### config.mk
export PLATFORM = sky130hd
export DESIGN_NAME = i2c_temp_datapath_flat
export DESIGN_NICKNAME = d
export VERILOG_FILES = /design/src/rtl/i2c_temp_datapath_pkg.sv /design/src/rtl/i2c_temp_datapath_if.sv /design/src/rtl/i2c_temp_datapath_baud_gen.sv /design/src/rtl/i2c_temp_datapath.sv /design/src/flat_wrapper.sv
export SDC_FILE = /design/constraint.sdc
export NUM_CORES = 1
export LEC_CHECK = 0
export BUFFER_PORTS_ARGS = -buffer_cell sky130_fd_sc_hd__clkbuf_2
export CAP_MARGIN = 20
export CORE_UTILIZATION = 50
export DETAILED_ROUTE_END_ITERATION = 10
export GPL_TIMING_DRIVEN = 0
export PLACE_DENSITY_LB_ADDON = 0.1
export SLEW_MARGIN = 20
export SYNTH_ARGS = -nofsm -noshare
export SYNTH_HDL_FRONTEND = slang
export SYNTH_SLANG_ARGS = --single-unit
### constraint.sdc
create_clock -name clock -period 2.27 [get_ports clock]
set_input_delay 0 -clock clock [delete_from_list [all_inputs] [get_ports clock]]
set_output_delay 0 -clock clock [all_outputs]
set_load 0.005 [all_outputs]
### src/rtl/i2c_temp_datapath_pkg.sv
// Shared constants and helpers for the TMP101 read-temperature datapath.
package i2c_pkg;

  localparam logic [6:0] TMP101_ADDR = 7'b1001000;
  localparam logic       I2C_READ    = 1'b1;
  localparam int         BYTE_W      = 8;
  localparam int         BAUD_W      = 11;

  // Number of system clocks per SCL half period, minus one (terminal count).
  function automatic int baud_half(input int clock_hz, input int i2c_hz);
    return clock_hz / (2 * i2c_hz) - 1;
  endfunction

endpackage

### src/rtl/i2c_temp_datapath_if.sv
// Control strobes from the I2C controller and the datapath's bus-side results.
interface i2c_temp_datapath_if;
  import i2c_pkg::*;

  logic              BaudEnable;
  logic              WriteLoad;
  logic              Select;
  logic              ReadOrWrite;
  logic              ShiftorHold;
  logic              StartStopAck;
  logic              Done;
  logic              SDA_in;
  logic              ClockI2C;
  logic              SDA_out;
  logic              SDA_oe;
  logic [BYTE_W-1:0] Temperature;
  logic              TempValid;
  logic              AckError;

  // Controller side: issues strobes and presents the synchronized SDA pad.
  modport master (
    output BaudEnable, WriteLoad, Select, ReadOrWrite, ShiftorHold,
           StartStopAck, Done, SDA_in,
    input  ClockI2C, SDA_out, SDA_oe, Temperature, TempValid, AckError
  );

  // Datapath side: executes the strobes and reports results.
  modport slave (
    input  BaudEnable, WriteLoad, Select, ReadOrWrite, ShiftorHold,
           StartStopAck, Done, SDA_in,
    output ClockI2C, SDA_out, SDA_oe, Temperature, TempValid, AckError
  );

endinterface

### src/rtl/i2c_temp_datapath_baud_gen.sv
// SCL generator: toggles every HALF+1 enabled cycles, idles high when disabled.
module i2c_baud_gen
  import i2c_pkg::*;
#(
  parameter int HALF = 499
) (
  input  logic clk,
  input  logic rst,
  input  logic en,
  output logic scl,
  output logic scl_rise
);

  logic [BAUD_W-1:0] count;
  logic              at_half;

  assign at_half = (count == BAUD_W'(HALF));

  // Half-period counter and SCL toggle; disabling parks the line high.
  always_ff @(posedge clk) begin
    if (rst) begin
      count    <= '0;
      scl      <= 1'b1;
      scl_rise <= 1'b0;
    end else if (!en) begin
      count    <= '0;
      scl      <= 1'b1;
      scl_rise <= 1'b0;
    end else if (at_half) begin
      count    <= '0;
      scl      <= ~scl;
      scl_rise <= ~scl;
    end else begin
      count    <= count + 1'b1;
      scl_rise <= 1'b0;
    end
  end

endmodule

### src/rtl/i2c_temp_datapath.sv
// TMP101 read datapath: SCL generation, address shift-out, byte shift-in,
// address ACK capture and temperature publication on Done.
module i2c_temp_datapath
  import i2c_pkg::*;
#(
  parameter int         CLOCK_HZ   = 100000000,
  parameter int         I2C_HZ     = 100000,
  parameter logic [6:0] SLAVE_ADDR = TMP101_ADDR
) (
  input logic                clock,
  input logic                Reset,
  i2c_temp_datapath_if.slave bus
);

  localparam int HALF = baud_half(CLOCK_HZ, I2C_HZ);

  logic [BYTE_W-1:0] tx_reg;
  logic [BYTE_W-1:0] rx_reg;
  logic [3:0]        rx_count;
  logic              done_q;
  logic              scl_rise;
  logic              tx_shift;
  logic              rx_shift;
  logic              ack_slot;
  logic              done_rise;
  logic              rx_full;

  assign rx_full   = (rx_count == 4'(BYTE_W));
  assign tx_shift  = bus.ShiftorHold && bus.Select && !bus.ReadOrWrite;
  assign rx_shift  = bus.ShiftorHold && bus.Select && bus.ReadOrWrite && !rx_full;
  assign ack_slot  = scl_rise && bus.ReadOrWrite && !bus.Select && (rx_count == 4'd0);
  assign done_rise = bus.Done && !done_q;

  i2c_baud_gen #(.HALF(HALF)) u_baud (
    .clk      (clock),
    .rst      (Reset),
    .en       (bus.BaudEnable),
    .scl      (bus.ClockI2C),
    .scl_rise (scl_rise)
  );

  // Address byte register; a load beats a shift in the same cycle.
  always_ff @(posedge clock) begin
    if (Reset)
      tx_reg <= '0;
    else if (bus.WriteLoad)
      tx_reg <= {SLAVE_ADDR, I2C_READ};
    else if (tx_shift)
      tx_reg <= {tx_reg[BYTE_W-2:0], 1'b0};
  end

  // Registered SDA drive: release for reads, else data bit or start/stop/ack level.
  always_ff @(posedge clock) begin
    if (Reset) begin
      bus.SDA_out <= 1'b1;
      bus.SDA_oe  <= 1'b1;
    end else if (bus.ReadOrWrite) begin
      bus.SDA_out <= 1'b1;
      bus.SDA_oe  <= 1'b0;
    end else begin
      bus.SDA_oe  <= 1'b1;
      bus.SDA_out <= bus.Select ? tx_reg[BYTE_W-1] : bus.StartStopAck;
    end
  end

  // Received byte and bit count; count saturates at a full byte.
  always_ff @(posedge clock) begin
    if (Reset) begin
      rx_reg   <= '0;
      rx_count <= '0;
    end else begin
      if (rx_shift)
        rx_reg <= {rx_reg[BYTE_W-2:0], bus.SDA_in};
      if (bus.WriteLoad || done_rise)
        rx_count <= '0;
      else if (rx_shift)
        rx_count <= rx_count + 1'b1;
    end
  end

  // Sticky address NACK flag, cleared when a new transaction loads the address.
  always_ff @(posedge clock) begin
    if (Reset)
      bus.AckError <= 1'b0;
    else if (bus.WriteLoad)
      bus.AckError <= 1'b0;
    else if (ack_slot)
      bus.AckError <= bus.SDA_in;
  end

  // Publish a complete, acknowledged byte once per rising edge of Done.
  always_ff @(posedge clock) begin
    if (Reset) begin
      done_q          <= 1'b0;
      bus.Temperature <= '0;
      bus.TempValid   <= 1'b0;
    end else begin
      done_q        <= bus.Done;
      bus.TempValid <= 1'b0;
      if (done_rise && rx_full && !bus.AckError) begin
        bus.Temperature <= rx_reg;
        bus.TempValid   <= 1'b1;
      end
    end
  end

endmodule

### src/flat_wrapper.sv
// flat-port wrapper written by rule: the top's interface ports become plain ports
module i2c_temp_datapath_flat import i2c_pkg::*;
#(
  parameter int         CLOCK_HZ   = 100000000,
  parameter int         I2C_HZ     = 100000,
  parameter logic [6:0] SLAVE_ADDR = TMP101_ADDR
)
  (clock, Reset, bus_BaudEnable, bus_WriteLoad, bus_Select, bus_ReadOrWrite, bus_ShiftorHold, bus_StartStopAck, bus_Done, bus_SDA_in, bus_ClockI2C, bus_SDA_out, bus_SDA_oe, bus_Temperature, bus_TempValid, bus_AckError);
  i2c_temp_datapath_if bus_i ();
  input logic clock;
  input logic Reset;
  input wire logic [$bits(bus_i.BaudEnable)-1:0] bus_BaudEnable;
  input wire logic [$bits(bus_i.WriteLoad)-1:0] bus_WriteLoad;
  input wire logic [$bits(bus_i.Select)-1:0] bus_Select;
  input wire logic [$bits(bus_i.ReadOrWrite)-1:0] bus_ReadOrWrite;
  input wire logic [$bits(bus_i.ShiftorHold)-1:0] bus_ShiftorHold;
  input wire logic [$bits(bus_i.StartStopAck)-1:0] bus_StartStopAck;
  input wire logic [$bits(bus_i.Done)-1:0] bus_Done;
  input wire logic [$bits(bus_i.SDA_in)-1:0] bus_SDA_in;
  output wire logic [$bits(bus_i.ClockI2C)-1:0] bus_ClockI2C;
  output wire logic [$bits(bus_i.SDA_out)-1:0] bus_SDA_out;
  output wire logic [$bits(bus_i.SDA_oe)-1:0] bus_SDA_oe;
  output wire logic [$bits(bus_i.Temperature)-1:0] bus_Temperature;
  output wire logic [$bits(bus_i.TempValid)-1:0] bus_TempValid;
  output wire logic [$bits(bus_i.AckError)-1:0] bus_AckError;
  assign bus_i.BaudEnable = bus_BaudEnable;
  assign bus_i.WriteLoad = bus_WriteLoad;
  assign bus_i.Select = bus_Select;
  assign bus_i.ReadOrWrite = bus_ReadOrWrite;
  assign bus_i.ShiftorHold = bus_ShiftorHold;
  assign bus_i.StartStopAck = bus_StartStopAck;
  assign bus_i.Done = bus_Done;
  assign bus_i.SDA_in = bus_SDA_in;
  assign bus_ClockI2C = bus_i.ClockI2C;
  assign bus_SDA_out = bus_i.SDA_out;
  assign bus_SDA_oe = bus_i.SDA_oe;
  assign bus_Temperature = bus_i.Temperature;
  assign bus_TempValid = bus_i.TempValid;
  assign bus_AckError = bus_i.AckError;
  i2c_temp_datapath #(.CLOCK_HZ(CLOCK_HZ), .I2C_HZ(I2C_HZ), .SLAVE_ADDR(SLAVE_ADDR)) u_core (.clock(clock), .Reset(Reset), .bus(bus_i));
endmodule
; ---- Word-level counts from Yosys, hierarchy flattened
; Cells that the tools add are included.
[totals]
in_bits = 10
reg_bits = 46
out_inout_bits = 13
word_cells = 49
[classes]
n_bitwise = 3
eq_ne = 2
muxes = 5
n_addsub = 2
reduce_logical = 24
[op_table]
columns = cell, count
row1 = $mux 8, 2
row2 = $add 11x1->11 const B, 1
row3 = $eq 11x9->1 const B, 1
row4 = $logic_and 1x1->1, 10
row5 = $reduce_or 2->1, 4
row6 = $reduce_or 3->1, 2
row7 = $logic_not 1->1, 5
row8 = $add 4x1->4 const B, 1
row9 = $eq 4x4->1 const B, 1
row10 = $logic_not 4->1, 1
row11 = $mux 1, 3
row12 = $not 1->1, 3
row13 = $reduce_bool 2->1, 1
row14 = $logic_or 1x1->1, 1

; ---- Longest topological paths before layout
[depth]
word_depth = 5
ltp_mapped = 7
depth_no_buf = 5

; ---- By module
; A second synthesis with hierarchy kept.
[hier_totals]
cells_unflattened = 187
area_unflattened_um2 = 1915.6
[modules_own_cells]
columns = module, n_inst, seq_area_each_um2, area_each_um2, cells_each
row1 = i2c_temp_datapath, 1, 660.6, 1327.5, 128
row2 = i2c_baud_gen, 1, 260.2, 588.1, 59

; ---- Least setup slack after synthesis
; No wires, ideal clock.
[synth_path]
kind = register to register
start = register u_core.u_baud.count[0]
end = register u_core.u_baud.count[7]
setup_time_ns = 0.119
n_path_buf = 0
synth_period_minus_slack_ns = 1.688
slack_ns = 0.582
required_time_ns = 2.151
arrival_ns = 1.569
path_stages_with_launch = 5
path_cell_list = dfxtp_1 -> ha_1 -> or4b_4 -> o31a_2 -> o221a_2
[synth_via]
elab_chain_cells = 2
elab_cells_between_ends = 3
cone_classes = add/sub (1) / eq/ne (1) / reduce/logical (1)
[synth_lines]
columns = element, line
row1 = "start, declared", i2c_temp_datapath_baud_gen.sv:14  ; logic [BAUD_W-1:0] count;
row2 = "start signal, assigned", i2c_temp_datapath_baud_gen.sv:34  ; count <= count + 1'b1;
row3 = "parallel branches: the longest is 2 deep, another holds $add 11x1->11", -
; Parallel ways; which one is timed is not known.
; A chain may end at the register's enable or synchronous reset.

; ---- Worst setup path in the final report
[layout_path]
start = register u_core.u_baud.count[0]
end = register u_core.u_baud.scl
[layout_via]
elab_chain_cells = 1
[layout_lines]
columns = element, line
row1 = $eq 11x9->1, i2c_temp_datapath_baud_gen.sv:17  ; assign at_half = (count == BAUD_W'(HALF));
row2 = "end signal, assigned", i2c_temp_datapath_baud_gen.sv:31  ; scl <= ~scl;
row3 = "end, declared", i2c_temp_datapath_baud_gen.sv:10  ; output logic scl,
; Every way passes these cells.

==> impl_results.md <==
- Critical Path Sink Type: flop
- CP arrival: 2.09 ns
- Setup TNS: 0 ns
- Static Leakage: 0.809 nW
- Initial antenna violation count: 0
- I/O Buffers: 21
- Worst slew margin: 44.5%
- Grt ovf: 0
- GRT Overall Usage: 21.8%
- Ys async rst share: 0%
- Setup CP Type: flop to flop
- Syn avg cell area: 9.09 um2
- Final Slew Violations: 0
- Largest net degree at the start of global routing: 15
- Core Region: 0.00366 mm2
- Die Ht: 63.6 um
- ANT nets after route: 0
- Post-synth top cells: dfxtp_1, a21oi_1, nand3_1
- Gpl congestion: 0.804
- Setup crit start: u_core.u_baud.count[0]
- Seq cells post-synth: 46
- Sequential area share after synthesis: 48.5%
- Top_reg_cell synth: dfxtp_1
- Drt total wl: 3790 um
- Die area: 0.00405 mm2
- Hpwl dp: 2640 um
- Number of diodes: 0
- P&R area growth vs syn: 17.7%
- Max reg flops: 11
- Reg clk slew, reported paths: 0.08 ns
- Number of enable flip-flop cells after synthesis: 0
- Post-synth top area share: 48.5%
- Worst R2R Setup Slack: 0.40 ns
- Worst Setup EP: u_core.u_baud.scl
- H-tree depth: 2
- RSZ-0062 raised after global routing: false
- Clock sinks: 46
- WL/cell: 13.0 um
- Via Count: 1629
- Via-to-Cell Ratio: 5.58
- CP Data Required Time: 2.50 ns
- Fin. Hold Viols: 0
- CTS tree: yes
- CTS root buffer: clkbuf_8
- Dominant cells by area after synthesis: dfxtp_1, a21oi_1, nand3_1, o21ai_0, mux2i_1
- Total CTS buffers: 5
- Max Clock Freq: 536 MHz
- Area leader, netlist: dfxtp_1
- Final setup fails: 0
- R2R depth: 4
- Max Cap Viol: 0
- Initial Util: 51.9%
- Placed Instance Area: 0.00206 mm2
- Final Cell Area: 0.00223 mm2
- Tightest Pin Transition: 0.830 ns
- Post-CTS Setup Bufs: 0
- Most flop-heavy register: u_core.u_baud.count
- Min Clock Period, post-route: 1.87 ns
- Share of cells above drive strength 1: 16.8%
- Clk_lat worst skew: 0.30 ns
- Startpoint Class: flop
- Pwr Density: 667 mW/mm2
- Vias in the first global route: 1569
- Router iterations before antenna repair: 4
- FF-to-FF End: u_core.u_baud.scl
- Finished Core Util: 61.0%
- # DRC: 0
- Hold slack: 0.0589 ns
- Synth Instances: 209
- Synth unique cells: 42
- Period utilization: 82.2%
- IO Pins: 23
- Peak VDD IR: 399 uV
- Max Root-Sink Buffers: 2
- HP Class: input port to flop
- First-pass GRT wire length: 6820 um
- Die width: 63.6 um
- Hold path start: Reset
- CTS-repair resized insts: 0
- Synth warnings: 0
- Site row count: 22
- FF-to-FF Start: u_core.u_baud.count[0]
- Leading cell type by number of instances after synthesis: dfxtp_1
- Worst Skew: 0.00698 ns
- Initial DRC Count: 81
- Final nets: 256
- Outcome: finished clean
- Worst Path Max Fanout: 9
- Syn nets: 222
- Synthesized cell area: 0.00190 mm2
-- worst min-delay path by stage --
| stage | end | slack, ns | cells past startpoint |
|---|---|---|---|
| after CTS | u_core.done_q | 0.06 | 2 |
| after global routing | u_core.u_baud.count[10] | 0.11 | 3 |
| after global placement | u_core.bus.SDA_out | 0.22 | 3 |
| after floorplan | u_core.bus.SDA_oe | 0.07 | 1 |
| final | u_core.done_q | 0.06 | 2 |
| after detailed placement | u_core.bus.SDA_out | 0.22 | 3 |
-- final cells by class --
type / instances / area, um2
Tap cell: 48 / 60.1
Inverter: 9 / 33.8
Sequential cell: 46 / 921
Clock buffer: 6 / 72.6
Fill cell: 328 / 1430
Clock inverter: 2 / 37.5
Multi-Input combinational cell: 142 / 890
Timing Repair Buffer: 27 / 165
Buffer: 12 / 55.1
-- through the flow --
stage          setup WS [ns]  power (W)  instances
3_3_place_gp           0.475   0.000905        278
5_1_grt                0.261    0.00155        292
3_5_place_dp           0.442   0.000907        278
2_1_floorplan          0.582   0.000882        209
4_1_cts                0.410    0.00151        292
6_report               0.404    0.00149        292
-- layer usage --
layer	up-vias	share of wire (%)	GRT usage [%]
met5	-	0	0
met4	0	2.4	13.1
met3	9	2.9	3.80
met2	36	48	37.9
met1	764	47	24.5
li1	820	-	-
-- repair_timing --
item | 4_1_cts | 5_1_grt
hold buffers | 6 | 0
setup endpoints to repair | 0 | 0
endpoints found under the hold margin | 8 | 0
-- report_power, final --
| part | switching, W | total (W) | leakage (nW) | internal, W |
|---|---|---|---|---|
| combinational | 0.0000425 | 0.0000756 | 0.385 | 0.0000331 |
| sequential | 0.00000550 | 0.000821 | 0.373 | 0.000816 |
| clock | 0.000265 | 0.000594 | 0.0514 | 0.000328 |
| total | 0.000313 | 0.00149 | 0.809 | 0.00118 |
-- critical path: stages (launching register included) --
cell,delay [ns]
dfxtp_1,0.38
ha_1,0.25
or4b_4,0.52
nor4_4,0.42
mux2i_1,0.23
-- placed cells by master (no fill, tap or decap), drive strengths merged, types with 2 or more instances in the layout --
master,Yosys,final
xnor2,2,2
nand3b,2,2
inv,9,9
or3,4,4
nand3,23,23
nor4,2,2
nand2b,2,2
a211oi,2,2
a21oi,25,25
buf,3,3
nor2,9,9
ha,3,3
o21ai,21,21
nor3b,2,2
clkbuf,9,36
dfxtp,46,46
nand4,4,4
dlygate4sd3,0,6
or4,2,2
and2,2,2
o31a,2,2
o31ai,2,2
mux2i,9,9
nor3,5,5
nand2,4,4
-- cells by family (layout without fill, tap and decap cells) --
kind of cell / after synthesis / count (layout) / share of synthesized area, %
xor gates and xnor gates: 3 / 3 / 1.38
buffers and inverters: 21 / 56 / 4.68
and+or+nand+nor: 69 / 69 / 21.5
AOI/OAI and AO/OA: 58 / 58 / 17.3
DFF: 46 / 46 / 48.5
muxes: 9 / 9 / 4.74
adders and majority gates: 3 / 3 / 1.98
No activity file was read; power rests on OpenSTA's default activity.
